[src/rtl/stc_pkg.sv]
// Shared types and helpers for the spike-time-coding pipeline.
// Holds the encoder state enum and the spike validity check used by pulse_encoder.
package stc_pkg;

  typedef enum logic [1:0] {
    IDLE  = 2'd0,
    RUN   = 2'd1,
    DRAIN = 2'd2
  } enc_state_e;

  // A spike at time t occupying span phases is representable only if it ends
  // inside the gamma cycle; anything later is treated as "infinity" (no spike).
  function automatic logic spike_fits(input int unsigned t,
                                      input int unsigned span,
                                      input int unsigned gamma_w);
    return (t + span) <= gamma_w;
  endfunction

endpackage

[src/rtl/pulse_encoder_if.sv]
// Spike-time input handshake for pulse_encoder.
//   in_valid : producer offers in_value
//   in_value : spike time t for a future gamma cycle
//   in_ready : encoder accepts in_value this cycle (transfer = valid && ready)
interface pulse_encoder_if #(
  parameter int unsigned VAL_W = 5
);

  logic             in_valid;
  logic [VAL_W-1:0] in_value;
  logic             in_ready;

  modport master (
    output in_valid,
    output in_value,
    input  in_ready
  );

  modport slave (
    input  in_valid,
    input  in_value,
    output in_ready
  );

endinterface

[src/rtl/pulse_encoder_gamma_counter.sv]
// Gamma-cycle phase counter: counts 0..GAMMA_CYCLE_WIDTH-1 while running,
// holds 0 when stopped, and strobes gamma_start_o on every phase-0 cycle.
//   aclk, grst      : clock, asynchronous active-high reset
//   run_i           : encoder is running (RUN or DRAIN) this cycle
//   run_nxt_i       : encoder will be running next cycle
//   phase_o         : registered phase index
//   gamma_start_o   : registered phase-0 strobe
//   wrap_c_o        : combinational, last phase of a running gamma cycle
//   phase_nxt_c_o   : combinational, phase value for the next cycle
module gamma_counter #(
  parameter int unsigned GAMMA_CYCLE_WIDTH = 16,
  parameter int unsigned PH_W              = 4
) (
  input  logic            aclk,
  input  logic            grst,
  input  logic            run_i,
  input  logic            run_nxt_i,
  output logic [PH_W-1:0] phase_o,
  output logic            gamma_start_o,
  output logic            wrap_c_o,
  output logic [PH_W-1:0] phase_nxt_c_o
);

  localparam logic [PH_W-1:0] LAST_PHASE = PH_W'(GAMMA_CYCLE_WIDTH - 1);

  logic [PH_W-1:0] phase_q, phase_d;
  logic            gstart_q, gstart_d;
  logic            wrap_c;

  // Next phase: advance while running, restart at 0 on wrap, start, or stop.
  always_comb begin
    wrap_c   = run_i && (phase_q == LAST_PHASE);
    phase_d  = '0;
    if (run_i && run_nxt_i && !wrap_c) begin
      phase_d = phase_q + PH_W'(1);
    end
    gstart_d = run_nxt_i && (phase_d == '0);
  end

  always_ff @(posedge aclk or posedge grst) begin
    if (grst) begin
      phase_q  <= '0;
      gstart_q <= 1'b0;
    end else begin
      phase_q  <= phase_d;
      gstart_q <= gstart_d;
    end
  end

  assign phase_o       = phase_q;
  assign gamma_start_o = gstart_q;
  assign wrap_c_o      = wrap_c;
  assign phase_nxt_c_o = phase_d;

endmodule

[src/rtl/pulse_encoder.sv]
// Temporal spike encoder: turns a spike time t into a pulse on y during the
// gamma cycle after the one in which t was accepted.
//   aclk, grst   : clock, asynchronous active-high reset
//   en           : run request (1 = generate gamma cycles)
//   in_if        : slave handshake carrying spike time t (in_valid/in_value/in_ready)
//   y            : registered encoded spike
//   gamma_start  : registered phase-0 strobe (downstream latch reset)
//   gamma_phase  : current phase 0..GAMMA_CYCLE_WIDTH-1
// Build option: define ENC_EDGE_MODE_EN for step encoding (y rises at t and
// stays high to the end of the gamma cycle); otherwise y is a PULSE_WIDTH pulse.
module pulse_encoder
  import stc_pkg::*;
#(
  parameter  int unsigned GAMMA_CYCLE_WIDTH = 16,
  parameter  int unsigned PULSE_WIDTH       = 8,
  localparam int unsigned VAL_W             = $clog2(GAMMA_CYCLE_WIDTH) + 1
) (
  input  logic             aclk,
  input  logic             grst,
  input  logic             en,
  pulse_encoder_if.slave   in_if,
  output logic             y,
  output logic             gamma_start,
  output logic [VAL_W-2:0] gamma_phase
);

  localparam int unsigned PH_W = VAL_W - 1;
  localparam logic [PH_W-1:0] LAST_PHASE = PH_W'(GAMMA_CYCLE_WIDTH - 1);

`ifdef ENC_EDGE_MODE_EN
  // A step only needs its first phase inside the cycle.
  localparam int unsigned SPAN = 1;
`else
  localparam int unsigned SPAN = PULSE_WIDTH;
`endif

  enc_state_e       state_q, state_d;
  logic             pend_v_q, pend_v_d;
  logic [VAL_W-1:0] pend_val_q, pend_val_d;
  logic             act_v_q, act_v_d;
  logic [VAL_W-1:0] act_val_q, act_val_d;
  logic             y_q, y_d;
  logic             in_ready_q, in_ready_d;

  logic             wrap_c;
  logic             xfer_c;
  logic [PH_W-1:0]  phase_nxt_c;
  logic [PH_W-1:0]  phase_c;
  logic             gstart_c;
  logic [31:0]      ph_c, t_c;
  logic             in_win_c;

  gamma_counter #(
    .GAMMA_CYCLE_WIDTH (GAMMA_CYCLE_WIDTH),
    .PH_W              (PH_W)
  ) u_gamma_counter (
    .aclk          (aclk),
    .grst          (grst),
    .run_i         (state_q != IDLE),
    .run_nxt_i     (state_d != IDLE),
    .phase_o       (phase_c),
    .gamma_start_o (gstart_c),
    .wrap_c_o      (wrap_c),
    .phase_nxt_c_o (phase_nxt_c)
  );

  assign xfer_c = in_if.in_valid && in_ready_q;

  // Next state, pending/active registers and registered outputs.
  always_comb begin
    state_d    = state_q;
    pend_v_d   = pend_v_q;
    pend_val_d = pend_val_q;
    act_v_d    = act_v_q;
    act_val_d  = act_val_q;
    ph_c       = '0;
    t_c        = '0;
    in_win_c   = 1'b0;
    y_d        = 1'b0;
    in_ready_d = 1'b1;

    unique case (state_q)
      IDLE:    if (en) state_d = RUN;
      RUN:     if (!en) state_d = DRAIN;
      DRAIN: begin
        if (en) begin
          state_d = RUN;
        end else if (wrap_c) begin
          state_d = IDLE;
        end
      end
      default: state_d = IDLE;
    endcase

    // Only a wrap taken in RUN promotes pending; any DRAIN wrap (even one that
    // resumes RUN) just closes the cycle with no spike queued for the next one.
    if (wrap_c) begin
      if (state_q == RUN) begin
        act_v_d   = pend_v_q && spike_fits(32'(pend_val_q), SPAN, GAMMA_CYCLE_WIDTH);
        act_val_d = pend_val_q;
        pend_v_d  = 1'b0;
      end else begin
        act_v_d   = 1'b0;
      end
    end

    // A transfer lands after the promotion, so it waits a full gamma cycle.
    if (xfer_c) begin
      pend_v_d   = 1'b1;
      pend_val_d = in_if.in_value;
    end

    // y is decided from next-cycle phase/active so it changes only at the edge.
    ph_c = 32'(phase_nxt_c);
    t_c  = 32'(act_val_d);
`ifdef ENC_EDGE_MODE_EN
    in_win_c = (ph_c >= t_c);
`else
    in_win_c = (ph_c >= t_c) && (ph_c < (t_c + 32'(PULSE_WIDTH)));
`endif
    y_d = act_v_d && (state_d != IDLE) && in_win_c;

    // Ready next cycle if pending is free or that cycle is a RUN wrap.
    in_ready_d = !pend_v_d || ((state_d == RUN) && (phase_nxt_c == LAST_PHASE));
  end

  always_ff @(posedge aclk or posedge grst) begin
    if (grst) begin
      state_q    <= IDLE;
      pend_v_q   <= 1'b0;
      pend_val_q <= '0;
      act_v_q    <= 1'b0;
      act_val_q  <= '0;
      y_q        <= 1'b0;
      in_ready_q <= 1'b1;
    end else begin
      state_q    <= state_d;
      pend_v_q   <= pend_v_d;
      pend_val_q <= pend_val_d;
      act_v_q    <= act_v_d;
      act_val_q  <= act_val_d;
      y_q        <= y_d;
      in_ready_q <= in_ready_d;
    end
  end

  assign in_if.in_ready = in_ready_q;
  assign y              = y_q;
  assign gamma_start    = gstart_c;
  assign gamma_phase    = phase_c;

endmodule

[src/flat_wrapper.sv]
// flat-port wrapper written by rule: the top's interface ports become plain ports
module pulse_encoder_flat import stc_pkg::*;
#(
  parameter  int unsigned GAMMA_CYCLE_WIDTH = 16,
  parameter  int unsigned PULSE_WIDTH       = 8,
  localparam int unsigned VAL_W             = $clog2(GAMMA_CYCLE_WIDTH) + 1
)
  (aclk, grst, en, y, gamma_start, gamma_phase, in_if_in_valid, in_if_in_value, in_if_in_ready);
  pulse_encoder_if #(.VAL_W(($clog2((16)) + 1))) in_if_i ();
  input  logic aclk;
  input  logic grst;
  input  logic en;
  output logic y;
  output logic gamma_start;
  output logic [VAL_W-2:0] gamma_phase;
  input wire logic [$bits(in_if_i.in_valid)-1:0] in_if_in_valid;
  input wire logic [$bits(in_if_i.in_value)-1:0] in_if_in_value;
  output wire logic [$bits(in_if_i.in_ready)-1:0] in_if_in_ready;
  assign in_if_i.in_valid = in_if_in_valid;
  assign in_if_i.in_value = in_if_in_value;
  assign in_if_in_ready = in_if_i.in_ready;
  pulse_encoder #(.GAMMA_CYCLE_WIDTH(GAMMA_CYCLE_WIDTH), .PULSE_WIDTH(PULSE_WIDTH)) u_core (.aclk(aclk), .grst(grst), .en(en), .in_if(in_if_i), .y(y), .gamma_start(gamma_start), .gamma_phase(gamma_phase));
endmodule
[config.mk]
export PLATFORM = sky130hd
export DESIGN_NAME = pulse_encoder_flat
export DESIGN_NICKNAME = d
export VERILOG_FILES = /design/src/rtl/stc_pkg.sv /design/src/rtl/pulse_encoder_if.sv /design/src/rtl/pulse_encoder_gamma_counter.sv /design/src/rtl/pulse_encoder.sv /design/src/flat_wrapper.sv
export SDC_FILE = /design/constraint.sdc
export NUM_CORES = 1
export LEC_CHECK = 0
export ABC_AREA = 1
export BUFFER_PORTS_ARGS = -buffer_cell sky130_fd_sc_hd__buf_2
export CORE_MARGIN = 8
export CORE_UTILIZATION = 45
export CTS_BUF_LIST = sky130_fd_sc_hd__clkbuf_16
export DETAILED_ROUTE_END_ITERATION = 10
export PLACE_DENSITY = 0.65
export SYNTH_ARGS = -nofsm -noshare
export SYNTH_HDL_FRONTEND = slang
export SYNTH_SLANG_ARGS = --single-unit
export TNS_END_PERCENT = 5
[constraint.sdc]
create_clock -name aclk -period 3.1 [get_ports aclk]
set_input_delay 0.62 -clock aclk [delete_from_list [all_inputs] [get_ports aclk]]
set_output_delay 0.62 -clock aclk [all_outputs]
set_load 0.01 [all_outputs]
Word-level counts from Yosys, hierarchy flattened
Index checks and enable logic that the tools add are counted.
Storage, ports and cells
  register bits after elaboration: 21
  logic and storage cells: 50
  output and inout bits: 7
Cells by class
  magnitude comparators: 3
  equality and inequality tests: 5
  reductions and logical operators: 17
  $add $sub $neg: 3
  multiplexer cells: 13
Operators with widths (number)
  $le 32x5->1 const B: 1
  $lt 4x32->1: 1
  $add 5x4->6 const B: 2
  $logic_and 1x1->1: 10
  $mux 5: 2
  $eq 4x4->1 const B: 2
  $mux 2: 4
  $pmux 2 s3: 1
  $ge 4x5->1: 1
  $mux 1: 5
  $add 4x1->4 const B: 1
  $eq 2x1->1 const B: 2
  $logic_not 4->1: 1
  $mux 4: 1
  $reduce_bool 2->1: 2
  $eq 2x2->1 const B: 1
  $logic_not 1->1: 2
  $logic_not 2->1: 1
  $logic_or 1x1->1: 1

Longest topological paths before layout
  depth in word-level cells: 12
  depth in mapped cells: 17
  gate-level depth less buffers: 17

Hierarchy
From an unflattened synthesis, not the netlist that was laid out.
Second synthesis, totals
  cell total of the unflattened synthesis: 132
  area, all modules: 1123.6 um^2
By module, submodules not included
  pulse_encoder: cells each 101, times used 1, area an instance 865.8 um^2
  gamma_counter: cells each 31, times used 1, area an instance 257.7 um^2

Least setup slack after synthesis
No wires, ideal clock.
  path type: reg2reg
  start point: register u_core.u_gamma_counter.phase_q[0], in the netlist u_core.u_gamma_counter.phase_o[0]
  end point: register u_core.y_q, in the netlist u_core.y
  arrival time: 1.834 ns
  setup time: 0.114 ns
  buffers on the path: 1
  stages on the path, launching flop included: 15
  clock period less this slack: 1.948 ns
  slack: 1.152 ns
  cells stage by stage: dfrtp_1 ha_1 nand3_2 nor2_4 buf_6 o21ai_0 ha_1 nand2_1 nand2_1 nand2_1 nand3_1 nand2_1 nand2_1 nand3_2 nor2_1
On the way
  longest elaborated chain between the ends: 12
  elaborated cells between the ends (all ways): 19
Ends and longest elaborated chain
  start: declaration: line pulse_encoder_gamma_counter.sv:26  | logic [PH_W-1:0] phase_q, phase_d;
  start signal: assignment: line pulse_encoder_gamma_counter.sv:45  | phase_q <= phase_d;
  $eq 4x4->1: line pulse_encoder_gamma_counter.sv:32  | wrap_c = run_i && (phase_q == LAST_PHASE);
  $logic_and 1x1->1: line pulse_encoder_gamma_counter.sv:32
  $mux 2: line pulse_encoder.sv:88  | end else if (wrap_c) begin
  $mux 2: line pulse_encoder.sv:86  | if (en) begin
  $pmux 2 s3: line pulse_encoder.sv:82  | unique case (state_q)
  $reduce_bool 2->1: line pulse_encoder.sv:60, pulse_encoder.sv:121
  $logic_and 1x1->1 (2 in a row): line pulse_encoder_gamma_counter.sv:34  | if (run_i && run_nxt_i && !wrap_c) begin
  $mux 4: line pulse_encoder_gamma_counter.sv:34
  $lt 4x32->1 or $ge 4x5->1 (tied branches): line pulse_encoder.sv:119  | in_win_c = (ph_c >= t_c) && (ph_c < (t_c + 32'(PULSE_WIDTH)));
  $logic_and 1x1->1: line pulse_encoder.sv:119
  $logic_and 1x1->1 *: line pulse_encoder.sv:121  | y_d = act_v_d && (state_d != IDLE) && in_win_c;
  net u_core.y_d: line pulse_encoder.sv:42  | logic y_q, y_d;
  end signal: assignment: line pulse_encoder.sv:142  | y_q <= y_d;
  end: declaration: line pulse_encoder.sv:42
The timed path passes the listed nets; every way through them passes the cells marked *.
A chain may end at the register's enable or synchronous reset.

Worst setup path in the final report
Ends and elaborated chain as after synthesis.

==> metrics <==
status finished clean; antenna violations before repair 0; routability cong. 0.891; Synth Area per Inst 8.58 um^2; clk sinks 21; Lkg Pwr 0.735 nW; Final Hold Fails 0; crit-path max cell delay 420 ps; Post-Route WL approximately 2000 um; adder-cell share of the synthesized area 0.0817; die height ~65 um; Syn Nets between 100 and 150; Arr. time, crit path around 2300 ps; CP most frequent cell nand2_1; global-route wire length before repair between 3000 and 4000 um; synth-to-layout area growth 16.2%; Synth Area in XOR/XNOR 0.0163; Core ar. 2230 um^2; Synth top area share 0.467; Die Width ~65 um; antenna violation net count after detailed routing 0; commonest non-fill, non-tap cell in the layout inv_1; crit path time final between 2000 and 2500 ps; HPWL Detailed roughly 1600 um; Tot Pwr between 0.0006 and 0.0007 W; worst skew pair latency between 200 and 300 ps; met2 Use GR 0.176; Crit Path Class reg2reg; H-Tree Level Count 1; share of layout cells above drive strength 1 0.225; Most Crowded Layer GR met2; nets@finish about 160; Final setup viols 0; DR iter-0 viols 18; Post-synth EDFFs 0; Worst setup EP type flop; grt met1 use 0.127; GR Layer Usage met3 0.0430; largest net degree at the start of global routing 22; Rows 17; final number of max-transition violations 0; root buf cell clkbuf_16; Clock Path Buffers 2; worst rel slew slack 0.464; setup bufs post-CTS 0; die area 4200 um^2; vias in the first global route approximately 840; worst path bufs/invs 0; synth warn 0; wire per inst about 12 um; Synth Instances roughly 130; post-cts sizing count 0; IO Port Bufs 15; pwr dens between 500 and 600 nW/um^2; setup total negative slack 0 ps; critical path required time around 3300 ps; Max Cap Viol 0; GRT Overall Usage 0.106; number of synthesized register bits 21; clock slew at reported path FFs around 50 ps; hold_buf cts 0; Vias around 800; Slew @ Worst Pin roughly 800 ps; Compound-Gate Fraction of Synth Area 0.0700; Synth Cell Area 1070 um^2; total grt overflow 0; CP startpoint kind flop; FFs w/ async S/R, synth 1.00; diode count 0; DRT Pass-1 Iters 4; largest fanout on the critical path 12; TritonCTS buffer count 3; Initial Utilization 0.480; largest family of logic cells by synthesized area simple AND/OR/NAND/NOR gates; crit path cell chain ha_1 > nand3_2 > nor2_4 > nand2_1 > o21ai_0 > ha_1 > nand2_1 > nand2_1 > nand2_1 > nand3_1 > nand2_1 > nand2_1 > nand3_2 > nor2_1; dominant cells by area after synthesis dfrtp_1, inv_1, ha_1; IO Pins 16; predominant post-synthesis flop cell dfrtp_1; Crit-path slowest cell dfrtp_1; CTS tree yes; vias per cell roughly 4.7; sequential area share after synthesis 0.491; Unique masters post-synth 20; setup repair after global routing missed its margin no; DRC violations left 0; most frequent cells in the layout inv_1, nand2_1, dfrtp_1; simple-gate share of the synthesized area 0.236; HP Class reg2reg; Synth area leader dfrtp_1; Final Skew about 1.4 ps; FMAX about 470 MHz; period utilisation layout 0.685; Peak VDD IR ~0.35 mV; mux cell area share after synthesis 0; crit-path leading delay family simple AND/OR/NAND/NOR gates
==> synth_stat cells (2+ instances only) <==
library cell,number
a21oi_1,8
dfrtp_1,20
ha_1,7
inv_1,24
inv_2,2
nand2_1,23
nand2_2,3
nand3_1,7
nand3_2,3
nor2_1,11
nor2_2,2
nor2_4,2
o21ai_0,6
==> state kept, by name, summed over array words and instances, names as in the netlist <==
signal                                flops
u_core.u_gamma_counter.gamma_start_o      1
u_core.act_v_q                            1
u_core.u_gamma_counter.phase_o            4
u_core.act_val_q                          5
u_core.state_q                            2
u_core.in_if.in_ready                     1
u_core.pend_val_q                         5
u_core.pend_v_q                           1
u_core.y                                  1
==> report_power, final <==
part,total (W),switching (W),internal (W)
combinational,0.000121,0.0000736,0.0000471
clock,0.000264,0.0000928,0.000172
sequential,0.000303,0.0000124,0.000291
==> worst paths after layout <==
kind                                                   startpoint                              endpoint  slack, ps  depth (start not counted)
worst min-delay path                          u_core.act_val_q[4]                   u_core.act_val_q[4]        490                          2
worst max-delay path            u_core.u_gamma_counter.phase_o[0]                              u_core.y        980                         14
worst min register to register                u_core.act_val_q[4]                   u_core.act_val_q[4]        490                          2
min in group asynchronous                                    grst                  u_core.pend_val_q[4]        510                          2
worst max register to register  u_core.u_gamma_counter.phase_o[0]                              u_core.y        980                         14
max in group asynchronous                                    grst  u_core.u_gamma_counter.gamma_start_o       2080                          2
==> routing by layer <==
metal  wire length, um  share of wire
met5                 0              0
met3               100          0.050
met4                 0              0
met2              1020           0.51
met1               878           0.44
==> kinds of logic after synthesis <==
kind of cell,Yosys count
buffers and inverters,28
XOR/XNOR,2
AO/OA/AOI/OAI,15
flip-flops,21
AND/OR/NAND/NOR,52
adder cells (fa/ha/maj),7
==> metrics by stage <==
step / hold slack, ps / util / setup slack, ps / area [um^2] / cells
after global routing: 548 / 0.558 / 694 / 1250 / 170
after CTS: 490 / 0.558 / 956 / 1250 / 170
after floorplan: 447 / - / 1150 / 1070 / 125
after detailed placement: 475 / 0.523 / 967 / 1170 / 166
after global placement: 475 / 0.523 / 1020 / 1170 / 166
final: 490 / 0.558 / 975 / 1250 / 170
==> worst reg2reg max path, stage by stage, from the launching register on <==
cell     delay (ps)
dfrtp_1         420
ha_1            230
nand3_2         130
nor2_4          240
nand2_1          80
o21ai_0         130
ha_1            290
nand2_1          80
nand2_1          70
nand2_1          60
nand3_1          80
nand2_1          70
nand2_1          60
nand3_2          50
nor2_1           40
==> layout make-up <==
cell class | instances | area [um^2]
multi-input cells | 76 | 433
flip-flops and latches | 21 | 527
clock buffers | 3 | 75.1
fillers | 214 | 987
repair buffers | 15 | 75.1
inverters | 26 | 97.6
well taps | 28 | 35.0
clock inverters | 1 | 3.75
No activity file was read; power rests on OpenSTA's default activity.
